===== config.mk =====
export PLATFORM = sky130hd
export DESIGN_NAME = tl_rx_rcv_overflow_tracker
export DESIGN_NICKNAME = d
export VERILOG_FILES = /design/src/rtl/tl_rx_rcv_overflow_tracker.sv
export SDC_FILE = /design/constraint.sdc
export NUM_CORES = 1
export LEC_CHECK = 0
export CAP_MARGIN = 40
export CORE_MARGIN = 4
export CORE_UTILIZATION = 50
export DETAILED_ROUTE_END_ITERATION = 10
export GPL_TIMING_DRIVEN = 0
export PLACE_DENSITY = 0.92
export SLEW_MARGIN = 0
export SYNTH_ARGS = -nofsm -noshare
export SYNTH_HDL_FRONTEND = slang
export SYNTH_SLANG_ARGS = --single-unit

===== constraint.sdc =====
create_clock -name i_clk -period 4.6 [get_ports i_clk]
set_clock_uncertainty 0.1 [all_clocks]
set_input_delay 0.92 -clock i_clk [delete_from_list [all_inputs] [get_ports i_clk]]
set_output_delay 0.92 -clock i_clk [all_outputs]
set_load 0.02 [all_outputs]

===== src/rtl/tl_rx_rcv_overflow_tracker.sv =====
// CREDITS_RECEIVED bookkeeping for the TL RX path: per-channel header/data counters,
// receiver-overflow check against CREDITS_ALLOCATED, and error pulse/sticky/count reporting.
module tl_rx_rcv_overflow_tracker #(
  parameter int N_CH            = 3,
  parameter int CH_W            = 2,
  parameter int PAYLOAD_LENGTH  = 10,
  parameter int HDR_FIELD_SIZE  = 8,
  parameter int DATA_FIELD_SIZE = 12,
  parameter int ERR_CNT_W       = 8
) (
  input  logic                              i_clk,
  input  logic                              i_rst,
  input  logic                              i_credit_init,
  input  logic                              i_tlp_valid,
  input  logic [CH_W-1:0]                   i_tlp_ch,
  input  logic                              i_tlp_has_data,
  input  logic [PAYLOAD_LENGTH-1:0]         i_tlp_len,
  input  logic [N_CH*HDR_FIELD_SIZE-1:0]    i_alloc_hdr,
  input  logic [N_CH*DATA_FIELD_SIZE-1:0]   i_alloc_data,
  input  logic [N_CH-1:0]                   i_inf_hdr,
  input  logic [N_CH-1:0]                   i_inf_data,
  input  logic [N_CH-1:0]                   i_err_clr,
  output logic [N_CH*HDR_FIELD_SIZE-1:0]    o_rcv_hdr,
  output logic [N_CH*DATA_FIELD_SIZE-1:0]   o_rcv_data,
  output logic                              o_overflow_err,
  output logic [CH_W-1:0]                   o_overflow_ch,
  output logic [N_CH-1:0]                   o_err_sticky,
  output logic [ERR_CNT_W-1:0]              o_err_cnt
);

  localparam int H     = HDR_FIELD_SIZE;
  localparam int D     = DATA_FIELD_SIZE;
  localparam int LEN_W = PAYLOAD_LENGTH + 2;

  logic [H-1:0] rcv_hdr_q  [N_CH];
  logic [D-1:0] rcv_data_q [N_CH];

  logic             ch_ok;
  logic [H-1:0]     sel_alloc_hdr, sel_rcv_hdr, hdr_diff;
  logic [D-1:0]     sel_alloc_data, sel_rcv_data, data_diff;
  logic             sel_inf_hdr, sel_inf_data;
  logic [LEN_W-1:0] len_eff, nd_raw;
  logic [D-1:0]     nd;
  logic             hdr_ovf, data_ovf;
  logic             accept, ovf_ev, clean_ev;
  logic [N_CH-1:0]  err_set;

  always_comb begin
    ch_ok          = 1'b0;
    sel_alloc_hdr  = '0;
    sel_alloc_data = '0;
    sel_rcv_hdr    = '0;
    sel_rcv_data   = '0;
    sel_inf_hdr    = 1'b0;
    sel_inf_data   = 1'b0;
    for (int c = 0; c < N_CH; c++) begin
      if (i_tlp_ch == CH_W'(c)) begin
        ch_ok          = 1'b1;
        sel_alloc_hdr  = i_alloc_hdr[c*H +: H];
        sel_alloc_data = i_alloc_data[c*D +: D];
        sel_rcv_hdr    = rcv_hdr_q[c];
        sel_rcv_data   = rcv_data_q[c];
        sel_inf_hdr    = i_inf_hdr[c];
        sel_inf_data   = i_inf_data[c];
      end
    end
  end

  // Length 0 means the maximum payload, 2^PAYLOAD_LENGTH DW; one data credit covers 4 DW.
  always_comb begin
    len_eff = (i_tlp_len == '0) ? (LEN_W'(1) << PAYLOAD_LENGTH) : LEN_W'(i_tlp_len);
    nd_raw  = (len_eff + LEN_W'(3)) >> 2;
    nd      = i_tlp_has_data ? D'(nd_raw) : '0;
  end

  // Modular headroom check: a negative remainder (MSB set) means the sender overran its grant.
  assign hdr_diff  = sel_alloc_hdr - (sel_rcv_hdr + H'(1));
  assign data_diff = sel_alloc_data - (sel_rcv_data + nd);
  assign hdr_ovf   = !sel_inf_hdr && hdr_diff[H-1];
  assign data_ovf  = i_tlp_has_data && !sel_inf_data && data_diff[D-1];

  assign accept   = i_tlp_valid && !i_credit_init && ch_ok;
  assign ovf_ev   = accept && (hdr_ovf || data_ovf);
  assign clean_ev = accept && !(hdr_ovf || data_ovf);
  assign err_set  = ovf_ev ? (N_CH'(1) << i_tlp_ch) : '0;

  always_ff @(posedge i_clk or posedge i_rst) begin
    if (i_rst) begin
      for (int c = 0; c < N_CH; c++) begin
        rcv_hdr_q[c]  <= '0;
        rcv_data_q[c] <= '0;
      end
      o_overflow_err <= 1'b0;
      o_overflow_ch  <= '0;
      o_err_sticky   <= '0;
      o_err_cnt      <= '0;
    end else begin
      for (int c = 0; c < N_CH; c++) begin
        if (i_credit_init) begin
          rcv_hdr_q[c]  <= '0;
          rcv_data_q[c] <= '0;
        end else if (clean_ev && (i_tlp_ch == CH_W'(c))) begin
          rcv_hdr_q[c]  <= rcv_hdr_q[c] + H'(1);
          rcv_data_q[c] <= rcv_data_q[c] + nd;
        end
      end
      o_overflow_err <= ovf_ev;
      if (ovf_ev) begin
        o_overflow_ch <= i_tlp_ch;
        if (o_err_cnt != '1)
          o_err_cnt <= o_err_cnt + ERR_CNT_W'(1);
      end
      o_err_sticky <= (o_err_sticky & ~i_err_clr) | err_set;
    end
  end

  for (genvar g = 0; g < N_CH; g++) begin : g_pack
    assign o_rcv_hdr[g*H +: H]  = rcv_hdr_q[g];
    assign o_rcv_data[g*D +: D] = rcv_data_q[g];
  end

endmodule


==> results of run 1 <==
==> Yosys cell counts (all sizes together) (6+ instances only) <==
cell type,count,area share
fa,12,0.039
o31ai,6,0.0073
a31o,9,0.013
o21ai,77,0.062
xnor2,23,0.038
mux2i,45,0.073
nand2,49,0.030
nor2,48,0.029
nand4,7,0.0071
dfrtp,74,0.30
nand3,47,0.038
a21o,6,0.0073
or3,10,0.010
nor3,14,0.011
xor2,18,0.025
clkbuf,14,0.0085
inv,40,0.024
buf,19,0.020
nor2b,9,0.0091
and2,7,0.0071
ha,52,0.10
or4,6,0.0073
a21oi,48,0.039
o211ai,11,0.019
==> state kept, by name, indices dropped and copies added (netlist names) <==
name and cells:
o_err_cnt 8, o_err_sticky 3, o_overflow_ch 2, o_overflow_err 1
o_rcv_data 36, o_rcv_hdr 24
==> area by class of cell <==
cell class	instances	area share
Clock buffer	14	0.0291
Multi-Input combinational cell	562	0.487
Sequential cell	74	0.212
Clock inverter	2	0.00689
Inverter	41	0.0179
Timing Repair Buffer	168	0.193
Buffer	32	0.0297
Tap cell	168	0.0241
==> routing by layer <==
| layer | share of wire | vias up | track usage | routed length [µm] |
|---|---|---|---|---|
| met5 | 0 | - | 0 | 0 |
| met4 | 0.042 | 0 | 0.117 | 930 |
| met3 | 0.098 | 88 | 0.0712 | 2160 |
| met2 | 0.48 | 373 | 0.498 | 10600 |
| met1 | 0.38 | 3148 | 0.361 | 8380 |
| li1 | - | 2917 | - | - |
==> path summary, 6_finish.rpt <==
| check | from | to | cells after the start |
|---|---|---|---|
| min in group asynchronous | i_rst | o_err_cnt[0] | 2 |
| min reg2reg | o_err_cnt[4] | o_err_cnt[4] | 1 |
| max in group asynchronous | i_rst | o_rcv_data[0] | 3 |
| max | i_tlp_len[6] | o_rcv_hdr[6] | 14 |
| min | o_err_cnt[4] | o_err_cnt[4] | 1 |
| max reg2reg | o_rcv_data[18] | o_rcv_hdr[6] | 14 |
==> worst max-delay path, stage by stage <==
cell,delay (ns)
sky130_fd_sc_hd__clkdlybuf4s50_1,0.56
sky130_fd_sc_hd__nor4_1,0.38
sky130_fd_sc_hd__a32o_2,0.28
sky130_fd_sc_hd__nand2_1,0.08
sky130_fd_sc_hd__fa_1,0.61
sky130_fd_sc_hd__ha_4,0.22
sky130_fd_sc_hd__and4_1,0.21
sky130_fd_sc_hd__a21oi_2,0.17
sky130_fd_sc_hd__o21ai_4,0.10
sky130_fd_sc_hd__xnor2_4,0.33
sky130_fd_sc_hd__buf_6,0.18
sky130_fd_sc_hd__o2111ai_4,0.13
sky130_fd_sc_hd__or4_4,0.46
sky130_fd_sc_hd__a21oi_2,0.13
==> power groups by stage <==
stage	clock network (mW)	logic [mW]	registers, mW
2_1_floorplan	0	0.274	0.770
3_3_place_gp	0	0.528	0.731
3_5_place_dp	0	0.546	0.733
4_1_cts	0.774	0.591	0.722
5_1_grt	0.798	0.661	0.729
6_report	0.778	0.617	0.723
==> cell families after synthesis <==
family	count (synthesis)	share of synthesized area
xor+xnor	41	0.0634
flops	74	0.299
other cells	1	0.000605
mux	47	0.0763
compound gates	187	0.190
buf+inv	74	0.0537
simple gates	218	0.174
fa+ha+maj	64	0.144
==> timing repair <==
action,4_1_cts,5_1_grt
resized for setup,60,35
buffers inserted,6,2
gates cloned,1,0
pin swaps,11,17
setup endpoints to repair,74,69
==> results list, run 1 <==
* Run status: finished, final reports clean
- At the end of routability-driven placement, the weighted congestion stood at 0.914.
- Of the total power, registers draw 0.341.
- In this run the worst hold path is classified as flop to flop.
- Largest buffer count on any clock path: 2
* Total inserted antenna cells: 0
* Antenna violations before repair: 0
* Cell chosen for the clock root: sky130_fd_sc_hd__clkbuf_16
* Count of distinct cell types in the synthesized netlist: 61
- The total count of max-transition violations in the final report is 0.
- Largest vdd supply drop: 0.240 mV
- Clock transition at the registers of the reported paths: 0.06 ns
- Across all register-to-register paths, the minimum setup slack is 0.94 ns.
* Die Wd: 119 µm
- Clk pwr share: 0.367
- Detailed-routing iteration count for the pre-antenna-repair pass: 5
* Max Cap Viol: 0
- Drt via density: 6.15
- Ys Warns: 0
- Relative max-transition margin: 0.534
* Global route total overflow: 0
- Worst slack on hold paths: 0.408 ns
- The die covers 14,200 µm².
- Counting flops and latches in the post-synthesis netlist gives 74.
- The first global-routing pass estimated 33,300 µm of wire.
- Clock buffers created by TritonCTS: 9
- Power Total: 2.12 mW
- Number of nets in the finished design: 1,038
- Once detailed placement completed, the half-perimeter wirelength came to 15,800 µm.
- Starting Density: 0.514
- Maximum clock rate: 218 MHz
* Filler Cell Count: 801
- In the final layout, the multi-input gates occupy 4250 µm².
- The synthesized netlist occupies a cell area of 6200 µm².
- H-tree levels: 3
- For the finished layout, the period the worst path requires is 4.59 ns.
- Internal power comes to 1.47 mW.
- Most instantiated flip-flop cell in the synthesis netlist: sky130_fd_sc_hd__dfrtp_1
- In the final layout, flip-flops and latches occupy 1850 µm².
- The count of final hold-check violations was 0.
* Floorplan die height: 119 µm
- At the later pin of the worst-skew pair, clock insertion delay measures 0.35 ns.
- Crit start category: input port
* Pin count of the biggest net entering global routing: 62
* Setup WS pre-CTS: -1.31 ns
- Net switching power: 0.651 mW
- Of the total power, the share spent switching nets is 0.307.
- For this run, the total global-route usage over all layers was measured as 0.294.
- In the final layout, the share of cells above drive strength 1 is 0.110.
* Leading cell type in the layout, fill and taps excluded: sky130_fd_sc_hd__clkdlybuf4s50_1
- Routed wirelength normalized by instance count: 20.8 µm
- Setup violations, final: 0
- The floorplan has 40 rows.
* Clk sink count: 74
* Fin crit share: 0.999
- Leaving out filler cells and counting taps, the final layout contains 1,061.
* Number of global-route vias before repair: 6,484
* Power per cell area: 243 nW/µm²
- Of all flip-flops after synthesis, the portion carrying an async set or reset was 1.00.
* Slew at the pin closest to its max-slew limit: 0.694 ns
- Post-route design area: 8720 µm²
* Layout overhead on the synthesized area: 40.6%
* Static Leak: 3.72 nW
* TritonCTS clock tree: done
- The share of the Yosys chip area taken by registers is 0.299.
- Detailed Route WL: 22,000 µm
- The share of total power dissipated in combinational logic is 0.291.
- Endpoint class of the critical path: flop
* Number of I/O pins: 160
- Of all nets on the critical path, the largest fanout is 4.
- In this run, the number of DRC markers left after iteration 0 of detailed routing was 720.
- In the final timing run, aggregate negative setup slack is 0 ns.
* Setup Crit Path Kind: input port to flop
- In this run the remaining antenna-violating nets after routing total 0.
* Total cell area at the placement stage: 8040 µm²
- Number of flops mapped to enable cells by yosys: 0
* Arrival time worst endpoint: 4.77 ns
- The routed layout has 6,526 vias.
* Synthesized netlist cell count: 706
- Each instance of the synthesized netlist takes up on average 8.78 µm².
* Core occupancy in the finished layout: 0.723
* Commonest cells after routing, fill and taps aside: 150 x sky130_fd_sc_hd__clkdlybuf4s50_1, 74 x sky130_fd_sc_hd__dfrtp_1, 52 x sky130_fd_sc_hd__o21ai_0
- Remaining design rule violation count: 0
* Placed Cells incl. Taps: 1,036
* Port Buffers: 158
* Required time reported for the critical path endpoint: 4.77 ns
- After clock tree synthesis, the flow added hold-fix buffers numbering 0.
- Area of the placeable core: 12,100 µm²
- Crit path setup slack, layout: 0.00535 ns
Note: power is estimated with default switching activity, not from simulation.
==> run 2: changes to the inputs <==
--- a/config.mk
+++ b/config.mk
@@ -5,9 +5,11 @@
 export SDC_FILE = /design/constraint.sdc
 export NUM_CORES = 1
 export LEC_CHECK = 0
+export ABC_CLOCK_PERIOD_IN_PS = 4600
 export CAP_MARGIN = 40
 export CORE_MARGIN = 4
 export CORE_UTILIZATION = 50
+export CTS_CLUSTER_DIAMETER = 30
 export DETAILED_ROUTE_END_ITERATION = 10
 export GPL_TIMING_DRIVEN = 0
 export PLACE_DENSITY = 0.92
==> results of run 2 <==
Same layout as run 1: the final DEF is identical, and so are final timing and power.
